**src/rtl/neuron_accumulator.sv**
```systemverilog
// Sequential dot-product accumulator: multiplies 1/5/6 float pairs and sums them
// into a 1/6/12 accumulator, emitting the result when the InLast pair retires.
module neuron_accumulator #(
    parameter int unsigned BIAS_IN  = 15,
    parameter int unsigned BIAS_ACC = 31
) (
    input  logic        Clock,
    input  logic        Resetn,
    input  logic        InValid,
    output logic        InReady,
    input  logic        InLast,
    input  logic        InSignA,
    input  logic [4:0]  InExpA,
    input  logic [5:0]  InManA,
    input  logic        InSignB,
    input  logic [4:0]  InExpB,
    input  logic [5:0]  InManB,
    output logic        OutValid,
    output logic        Sign,
    output logic [5:0]  Exponent,
    output logic [11:0] Mantissa
);

    localparam int unsigned EW_IN  = 5;
    localparam int unsigned MW_IN  = 6;
    localparam int unsigned EW_ACC = 6;
    localparam int unsigned MW_ACC = 12;
    localparam int unsigned SW     = MW_ACC + 1;
    localparam int unsigned PW     = 2 * (MW_IN + 1);
    localparam int unsigned EPW    = 8;

    localparam logic [EW_ACC-1:0] EXP_MAX = '1;
    localparam logic [EPW-1:0]    EP_MAX  = EPW'(EXP_MAX);
    // Modular 8-bit offset; a negative BIAS_ACC - 2*BIAS_IN wraps to its two's complement.
    localparam logic [EPW-1:0]    EP_OFS  = EPW'(BIAS_ACC - 2 * BIAS_IN);

    typedef enum logic [2:0] {IDLE, MUL, ALIGN, ADD, NORM, DONE} state_t;

    state_t state;

    logic              op_sa, op_sb, last_q;
    logic [EW_IN-1:0]  op_ea, op_eb;
    logic [MW_IN-1:0]  op_ma, op_mb;

    logic              prod_s, prod_zero;
    logic [EW_ACC-1:0] prod_e;
    logic [SW-1:0]     prod_sig;

    logic              big_s, small_s;
    logic [EW_ACC-1:0] big_e;
    logic [SW-1:0]     big_sig, small_sig;

    // Accumulator keeps the hidden bit explicitly; zero is sig == 0 with S=0, E=0.
    logic              acc_s;
    logic [EW_ACC-1:0] acc_e;
    logic [SW-1:0]     acc_sig;

    logic [PW-1:0]     mul_full;
    logic [EPW-1:0]    mul_ep, mul_epn;
    logic [MW_ACC-1:0] mul_m;
    logic              mul_zero, mul_sat;

    // Product of the captured operands, normalised to [1,2).
    always_comb begin
        mul_full = PW'({1'b1, op_ma}) * PW'({1'b1, op_mb});
        mul_ep   = EPW'(op_ea) + EPW'(op_eb) + EP_OFS;
        mul_m    = mul_full[MW_ACC-1:0];
        mul_epn  = mul_ep;
        if (mul_full[PW-1]) begin
            mul_m   = mul_full[PW-2 -: MW_ACC];
            mul_epn = mul_ep + EPW'(1);
        end
        mul_zero = (op_ea == '0 && op_ma == '0) || (op_eb == '0 && op_mb == '0) ||
                   mul_epn[EPW-1];
        mul_sat  = !mul_epn[EPW-1] && (mul_epn > EP_MAX);
    end

    logic              acc_big;
    logic [EW_ACC-1:0] al_diff;
    logic [SW-1:0]     al_small, al_shift;

    // Pick the larger magnitude and right-shift the other by the exponent gap.
    always_comb begin
        acc_big = {acc_e, acc_sig} >= {prod_e, prod_sig};
        if (acc_big) begin
            al_diff  = acc_e - prod_e;
            al_small = prod_sig;
        end else begin
            al_diff  = prod_e - acc_e;
            al_small = acc_sig;
        end
        al_shift = (al_diff >= EW_ACC'(SW)) ? '0 : (al_small >> al_diff);
    end

    logic [SW:0]       ad_sum;
    logic [SW-1:0]     ad_dif;
    logic              ad_s;
    logic [EW_ACC-1:0] ad_e;
    logic [SW-1:0]     ad_sig;

    // Signed-magnitude add; carry at the top exponent saturates.
    always_comb begin
        ad_sum = {1'b0, big_sig} + {1'b0, small_sig};
        ad_dif = big_sig - small_sig;
        ad_s   = big_s;
        ad_e   = big_e;
        ad_sig = ad_sum[SW-1:0];
        if (big_s == small_s) begin
            if (ad_sum[SW]) begin
                if (big_e == EXP_MAX) begin
                    ad_sig = '1;
                end else begin
                    ad_e   = big_e + EW_ACC'(1);
                    ad_sig = ad_sum[SW:1];
                end
            end
        end else if (ad_dif == '0) begin
            ad_s   = 1'b0;
            ad_e   = '0;
            ad_sig = '0;
        end else begin
            ad_sig = ad_dif;
        end
    end

    always_ff @(posedge Clock or negedge Resetn) begin
        if (!Resetn) begin
            state     <= IDLE;
            InReady   <= 1'b0;
            OutValid  <= 1'b0;
            Sign      <= 1'b0;
            Exponent  <= '0;
            Mantissa  <= '0;
            op_sa     <= 1'b0;
            op_sb     <= 1'b0;
            op_ea     <= '0;
            op_eb     <= '0;
            op_ma     <= '0;
            op_mb     <= '0;
            last_q    <= 1'b0;
            prod_s    <= 1'b0;
            prod_zero <= 1'b1;
            prod_e    <= '0;
            prod_sig  <= '0;
            big_s     <= 1'b0;
            small_s   <= 1'b0;
            big_e     <= '0;
            big_sig   <= '0;
            small_sig <= '0;
            acc_s     <= 1'b0;
            acc_e     <= '0;
            acc_sig   <= '0;
        end else begin
            OutValid <= 1'b0;
            case (state)
                IDLE: begin
                    InReady <= 1'b1;
                    if (InValid && InReady) begin
                        op_sa   <= InSignA;
                        op_ea   <= InExpA;
                        op_ma   <= InManA;
                        op_sb   <= InSignB;
                        op_eb   <= InExpB;
                        op_mb   <= InManB;
                        last_q  <= InLast;
                        InReady <= 1'b0;
                        state   <= MUL;
                    end
                end
                MUL: begin
                    prod_zero <= mul_zero;
                    if (mul_zero) begin
                        prod_s   <= 1'b0;
                        prod_e   <= '0;
                        prod_sig <= '0;
                    end else if (mul_sat) begin
                        prod_s   <= op_sa ^ op_sb;
                        prod_e   <= EXP_MAX;
                        prod_sig <= '1;
                    end else begin
                        prod_s   <= op_sa ^ op_sb;
                        prod_e   <= mul_epn[EW_ACC-1:0];
                        prod_sig <= {1'b1, mul_m};
                    end
                    state <= ALIGN;
                end
                ALIGN: begin
                    big_s     <= acc_big ? acc_s : prod_s;
                    big_e     <= acc_big ? acc_e : prod_e;
                    big_sig   <= acc_big ? acc_sig : prod_sig;
                    small_s   <= acc_big ? prod_s : acc_s;
                    small_sig <= al_shift;
                    state     <= ADD;
                end
                ADD: begin
                    if (!prod_zero) begin
                        acc_s   <= ad_s;
                        acc_e   <= ad_e;
                        acc_sig <= ad_sig;
                    end
                    state <= NORM;
                end
                NORM: begin
                    if (acc_sig == '0 || acc_sig[SW-1] || acc_e == '0) begin
                        // Unnormalised at exponent 0 would underflow: flush to +0.
                        if (acc_sig != '0 && !acc_sig[SW-1]) begin
                            acc_s   <= 1'b0;
                            acc_e   <= '0;
                            acc_sig <= '0;
                        end
                        if (last_q) begin
                            state <= DONE;
                        end else begin
                            state   <= IDLE;
                            InReady <= 1'b1;
                        end
                    end else begin
                        acc_sig <= acc_sig << 1;
                        acc_e   <= acc_e - EW_ACC'(1);
                    end
                end
                DONE: begin
                    Sign     <= acc_s;
                    Exponent <= acc_e;
                    Mantissa <= acc_sig[MW_ACC-1:0];
                    OutValid <= 1'b1;
                    acc_s    <= 1'b0;
                    acc_e    <= '0;
                    acc_sig  <= '0;
                    InReady  <= 1'b1;
                    state    <= IDLE;
                end
                default: begin
                    state   <= IDLE;
                    InReady <= 1'b0;
                end
            endcase
        end
    end

endmodule

```
**config.mk**
```make
export PLATFORM = sky130hd
export DESIGN_NAME = neuron_accumulator
export DESIGN_NICKNAME = d
export VERILOG_FILES = /design/src/rtl/neuron_accumulator.sv
export SDC_FILE = /design/constraint.sdc
export NUM_CORES = 1
export LEC_CHECK = 0
export BUFFER_PORTS_ARGS = -buffer_cell sky130_fd_sc_hd__buf_4
export CAP_MARGIN = 20
export CORE_ASPECT_RATIO = 1.4
export CORE_MARGIN = 2
export CORE_UTILIZATION = 40
export DETAILED_ROUTE_END_ITERATION = 10
export GPL_ROUTABILITY_DRIVEN = 0
export PLACE_DENSITY = 0.59
export SYNTH_ARGS = -nofsm -noshare
export SYNTH_HDL_FRONTEND = slang
export SYNTH_SLANG_ARGS = --single-unit
```
**constraint.sdc**
```tcl
create_clock -name Clock -period 5.97 [get_ports Clock]
set_clock_uncertainty 0.1 [all_clocks]
set_input_delay 0.2985 -clock Clock [delete_from_list [all_inputs] [get_ports Clock]]
set_output_delay 0.2985 -clock Clock [all_outputs]
set_load 0.02 [all_outputs]
```
---- Yosys cells after proc, flatten, opt, wreduce, memory -nomap -nowiden ----
Cells that the tools add are included.
storage, ports and cells
  output and inout bits ................... 21
  input port bits ......................... 28
  bits in registers ....................... 124
  logic and storage cells ................. 126
operators by class
  mux-type cells .......................... 45
  shift-type cells ........................ 1
  bitwise gates (word level) .............. 2
  reductions and logical operators ........ 27
  equality and inequality tests ........... 13
  $add $sub $neg .......................... 9
  multiply operators ...................... 1
  magnitude comparators ................... 3
operators by type and width
  cell                                                                  number
  13-bit 2-to-1 mux                                                     10
  6-bit 2-to-1 mux                                                      11
  13-bit case mux with 3 select lines                                   1
  12-bit 2-to-1 mux                                                     3
  13-bit logical NOT                                                    2
  19-bit greater-or-equal comparator                                    1
  6-bit logical NOT                                                     3
  6-bit case mux with 3 select lines                                    1
  3-bit case mux with 5 select lines                                    1
  13-bit by 13-bit adder with 14-bit output                             1
  7-bit by 7-bit multiplier with 14-bit output                          1
  13-bit nonzero test                                                   1
  13-bit by 6-bit right shift with 13-bit output                        1
  13-bit subtractor                                                     1
  1-bit 2-to-1 mux                                                      12
  6-bit subtractor                                                      2
  5-bit logical NOT                                                     2
  2-bit inequality test, second input constant                          5
  3-bit 2-to-1 mux                                                      3
  7-bit by 1-bit adder with 8-bit output, second input constant         1
  8-bit by 6-bit > comparator with 1-bit output, second input constant  1
  8-bit 2-to-1 mux                                                      1
  6-bit by 1-bit adder with 7-bit output, second input constant         1
  5-bit by 5-bit adder with 6-bit output                                1
  other kinds (22)                                                      34

---- Depth between registers and ports, before layout ----
  depth in word-level cells ............... 8
  mapped depth ............................ 20
  depth with buffers taken out ............ 19

---- Least setup slack after synthesis ----
No wires, ideal clock.
  path kind ............................... reg-to-reg
  from .................................... reg op_mb[3]
  to ...................................... reg prod_e[0]
  required time ........................... 5,724 ps
  clock period less this slack ............ 4,972 ps
  arrival ................................. 4,726 ps
  path slack .............................. 998 ps
  setup time .............................. 146 ps
  cell stages (with the launch flop) ...... 18
  buffers on the path ..................... 1
  cells stage by stage .................... dfrtp_1 and2_1 fa_1 inv_1 fa_1 inv_1 fa_1 inv_1 fa_1 inv_1 ha_1 o21ai_0 or3_1 and3_1 or3_1 nand4_1 clkbuf_1 o211ai_1
between the ends
  word-level cells in the longest chain between the ends .. 6
  elaborated cells between the ends (all ways) .. 11
  those cells by class .................... mul (1); order compare (1); mux (3); reduce/logical (6)
RTL lines
  element                                                                             RTL line  source
  start: declaration                                                                  43        logic [MW_IN-1:0] op_ma, op_mb;
  start signal: assignment                                                            164       op_mb <= InManB;
  7-bit by 7-bit multiplier with 14-bit output                                        65        mul_full = PW'({1'b1, op_ma}) * PW'({1'b1, op_mb});
  8-bit 2-to-1 mux                                                                    69        if (mul_full[PW-1]) begin
  8-bit by 6-bit > comparator with 1-bit output or 1-bit logical NOT (tied branches)  75        mul_sat = !mul_epn[EPW-1] && (mul_epn > EP_MAX);
  1-bit logical AND                                                                   75
  6-bit 2-to-1 mux                                                                    176       end else if (mul_sat) begin
  6-bit 2-to-1 mux *                                                                  172       if (mul_zero) begin
  end signal: assignment                                                              182       prod_e <= mul_epn[EW_ACC-1:0];
  end: declaration                                                                    46        logic [EW_ACC-1:0] prod_e;
Mark *: on every way between the ends. The rest lies on a longest branch, timed or not.
A chain may end at the register's enable or synchronous reset.

---- Worst setup path after layout ----
  from .................................... reg op_mb[5]
  to ...................................... reg prod_sig[3]
between the ends
  word-level cells in the longest chain between the ends .. 6
  elaborated cells between the ends (all ways) .. 12
  those cells by class .................... mul (1); order compare (1); mux (4); reduce/logical (6)
RTL lines
  element                                                                             RTL line  source
  7-bit by 7-bit multiplier with 14-bit output                                        65
  8-bit 2-to-1 mux                                                                    69
  8-bit by 6-bit > comparator with 1-bit output or 1-bit logical NOT (tied branches)  75
  1-bit logical AND                                                                   75
  12-bit 2-to-1 mux                                                                   176
  13-bit 2-to-1 mux *                                                                 172
  end signal: assignment                                                              183       prod_sig <= {1'b1, mul_m};
  end: declaration                                                                    47        logic [SW-1:0] prod_sig;
Marks and branches as above.

==> summary.txt <==
Cells and area
  – Nets@finish: roughly 1300
  – Register Area: ~3100 um2
  – Layout area overhead: 14.4%
  – Multi-input gate area: 6310 um2
  – Commonest non-fill, non-tap cell in the layout: dfrtp_1
  – Layout cells sized above 1: 12.8%
  – Diode count: 0
  – Final core occ: a little under half
  – Most frequent cells in the layout: 123 x dfrtp_1, 111 x nand2_1, 88 x ha_1
  – Post-Layout Inst Area: 11400 um2
  – Fill cell count: 2358

Worst setup path
  – Max FO, Critical Path: 15
  – Arr. time, crit path: between 5 and 6 ns
  – Crit path top cell by count: inv_1
  – Worst endpoint required time: 6.12 ns
  – Critical Path Start Type: flop
  – Critical-path top delay cell: fa_1
  – Critical path capture point type: flop
  – CP peak stage delay: 0.53 ns
  – Critical-path cell list: inv_1, nor2_1, fa_1, inv_1, fa_1, inv_1, fa_1, inv_1, fa_1, inv_1, ha_1, o21ai_0, or3_1, and3_1, or3_1, nand4_1, o311ai_0
  – Kind of critical path: flop to flop

Timing
  – F_max: 182 MHz
  – Max_slew headroom: 35.5%
  – Fin Hold WS: 0.0349 ns
  – Final setup viols: 0
  – Hold Fails Final Rpt: 0
  – Fin crit share: 91.8%
  – RSZ-0062 raised after global routing: false
  – Pins Over Slew Limit: 0
  – Worst-margin pin slew: 0.963 ns
  – Post-layout min period: 5.48 ns
  – Setup TNS: 0 ns

Floorplan
  – Die width: 137 um
  – # rows: 68
  – Die Ht: 191 um
  – Die outline area: 26200 um2
  – Starting density of the core: 40.6%
  – Core Region: 24600 um2
  – Number of I/O pins: 49

Synth
  – Post-synth EDFFs: 0
  – Avg Cell Area, Syn: 9.20 um2
  – Synth Register Bits: 124
  – Post-Syn Instances: 1084
  – Synthesized area: 9970 um2
  – Synth top area cells: dfrtp_1 31%, ha_1 11%, fa_1 5.8%, nand2_1 4.2%, o21ai_0 4.0%
  – Distinct cells, synth: 74
  – Largest area contributor in the netlist: dfrtp_1
  – Post-synth ARST share: 100%
  – Synth warn: 0
  – Main synth FF type: dfrtp_1
  – Post-synthesis sequential area ratio: 31.1%
  – Synth top area share: 30.9%
  – Syn nets: 1229

Worst hold path
  – Hold Crit Class: input port to flop

Clocking
  – Clock tree buffer depth: 2
  – CTS sink count: 124
  – CTS root buffer: clkbuf_16
  – Clk pin slew, worst setup/hold paths: 0.06 ns
  – Clock Latency Late Sink: 0.43 ns
  – Postcts setup bufs: 0
  – Htree depth: 4
  – CTS buffer count: 17
  – CTS tree: yes

Routing
  – Drt pass-1 iters: 5
  – Per-cell routed wire length: approximately 19 um
  – Initial drt markers: 490
  – Vias per cell: 5.57
  – Routed via count: 8167
  – Detailed Route WL: 27.1 mm
  – Final ANT Viol Nets: 0
  – # DRC: 0

Place
  – HPWL after DPL: approximately 21 mm
  – PortBufs: 48
  – Post-Place Cell Area: 10600 um2

Global route
  – Vias in the first global route: 8345
  – GRT Total Usage: a little over a fifth
  – Total grt overflow: 0
  – Initial antenna violation count: 0
  – Largest net degree at the start of global routing: 72
  – First-pass GRT wire length: 43.7 mm

Outcome
  – Outcome: finished clean

Run
  – Max Cap Viol: 0
-- logic make-up after synthesis --
kind of cell	Yosys count	share of synthesized area (%)
flip-flops	124	31.1
AND/OR/NAND/NOR	318	15.3
XOR/XNOR	38	3.41
adder cells (fa/ha/maj)	117	16.9
multiplexers	77	9.80
buffers and inverters	135	5.77
AO/OA/AOI/OAI	275	17.7
-- critical path, delay by kind of cell (launching register included) --
kind / cells / cell delay, ns
AO/OA/AOI/OAI: 2 / 0.39
adder cells (fa/ha/maj): 5 / 2.37
buffers and inverters: 5 / 0.34
flip-flops: 1 / 0.46
AND/OR/NAND/NOR: 5 / 1.64
-- metrics by stage --
step,setup WS [ns],std cells
2_1_floorplan,0.998,1084
3_3_place_gp,0.594,1407
3_5_place_dp,0.483,1407
4_1_cts,0.470,1463
5_1_grt,0.185,1465
6_report,0.490,1465
-- synth_stat cells, drive strengths merged (15+ instances only) --
| cell type | count |
|---|---|
| a21oi | 65 |
| and2 | 24 |
| clkbuf | 42 |
| dfrtp | 123 |
| fa | 29 |
| ha | 88 |
| inv | 87 |
| mux2 | 34 |
| mux2i | 31 |
| nand2 | 111 |
| nand3 | 16 |
| nor2 | 69 |
| nor3 | 21 |
| o211ai | 23 |
| o21ai | 81 |
| xnor2 | 23 |
| xor2 | 15 |
-- worst paths after layout --
path	startpoint	end	slack, ns	depth (start not counted)
setup / recovery	op_mb[5]	prod_sig[3]	0.49	17
hold / removal	InManA[5]	op_ma[5]	0.03	3
setup reg to reg	op_mb[5]	prod_sig[3]	0.49	17
hold reg to reg	prod_e[5]	prod_e[5]	0.39	2
max in group asynchronous	Resetn	op_ea[0]	4.08	3
min in group asynchronous	Resetn	Sign	0.34	2
-- layout make-up --
| type | count | share of cell area (%) |
|---|---|---|
| sequential | 124 | 27.2 |
| clock buffer | 18 | 3.85 |
| clock inverter | 14 | 1.21 |
| inverter | 87 | 2.86 |
| multi-input combinational | 825 | 55.3 |
| tap | 315 | 3.46 |
| timing repair buffer | 82 | 6.10 |
-- what timing repair did --
action / in CTS / in global routing
hold endpoints to repair: 76 / 0
gates resized for setup: 0 / 0
hold buffers: 24 / 0
-- metal layers --
| layer | track usage (%) | up-vias | share of wire, % |
|---|---|---|---|
| li1 | - | 3984 | - |
| met1 | 23.8 | 3923 | 39 |
| met2 | 39.9 | 192 | 53 |
| met3 | 3.40 | 68 | 3.1 |
| met4 | 10.8 | 0 | 4.4 |
| met5 | 0 | - | 0 |
-- state kept, by name (all words and copies together) (netlist names), 6 cells and up --
register   cells
Mantissa      12
prod_e         6
big_e          6
big_sig       13
op_ma          6
op_mb          6
acc_e          6
prod_sig      13
Exponent       6
small_sig     13
acc_sig       13
Power is left out: the tool's default activity adds up to more than one toggle a clock period on the data nets, which glitch-free logic cannot reach.
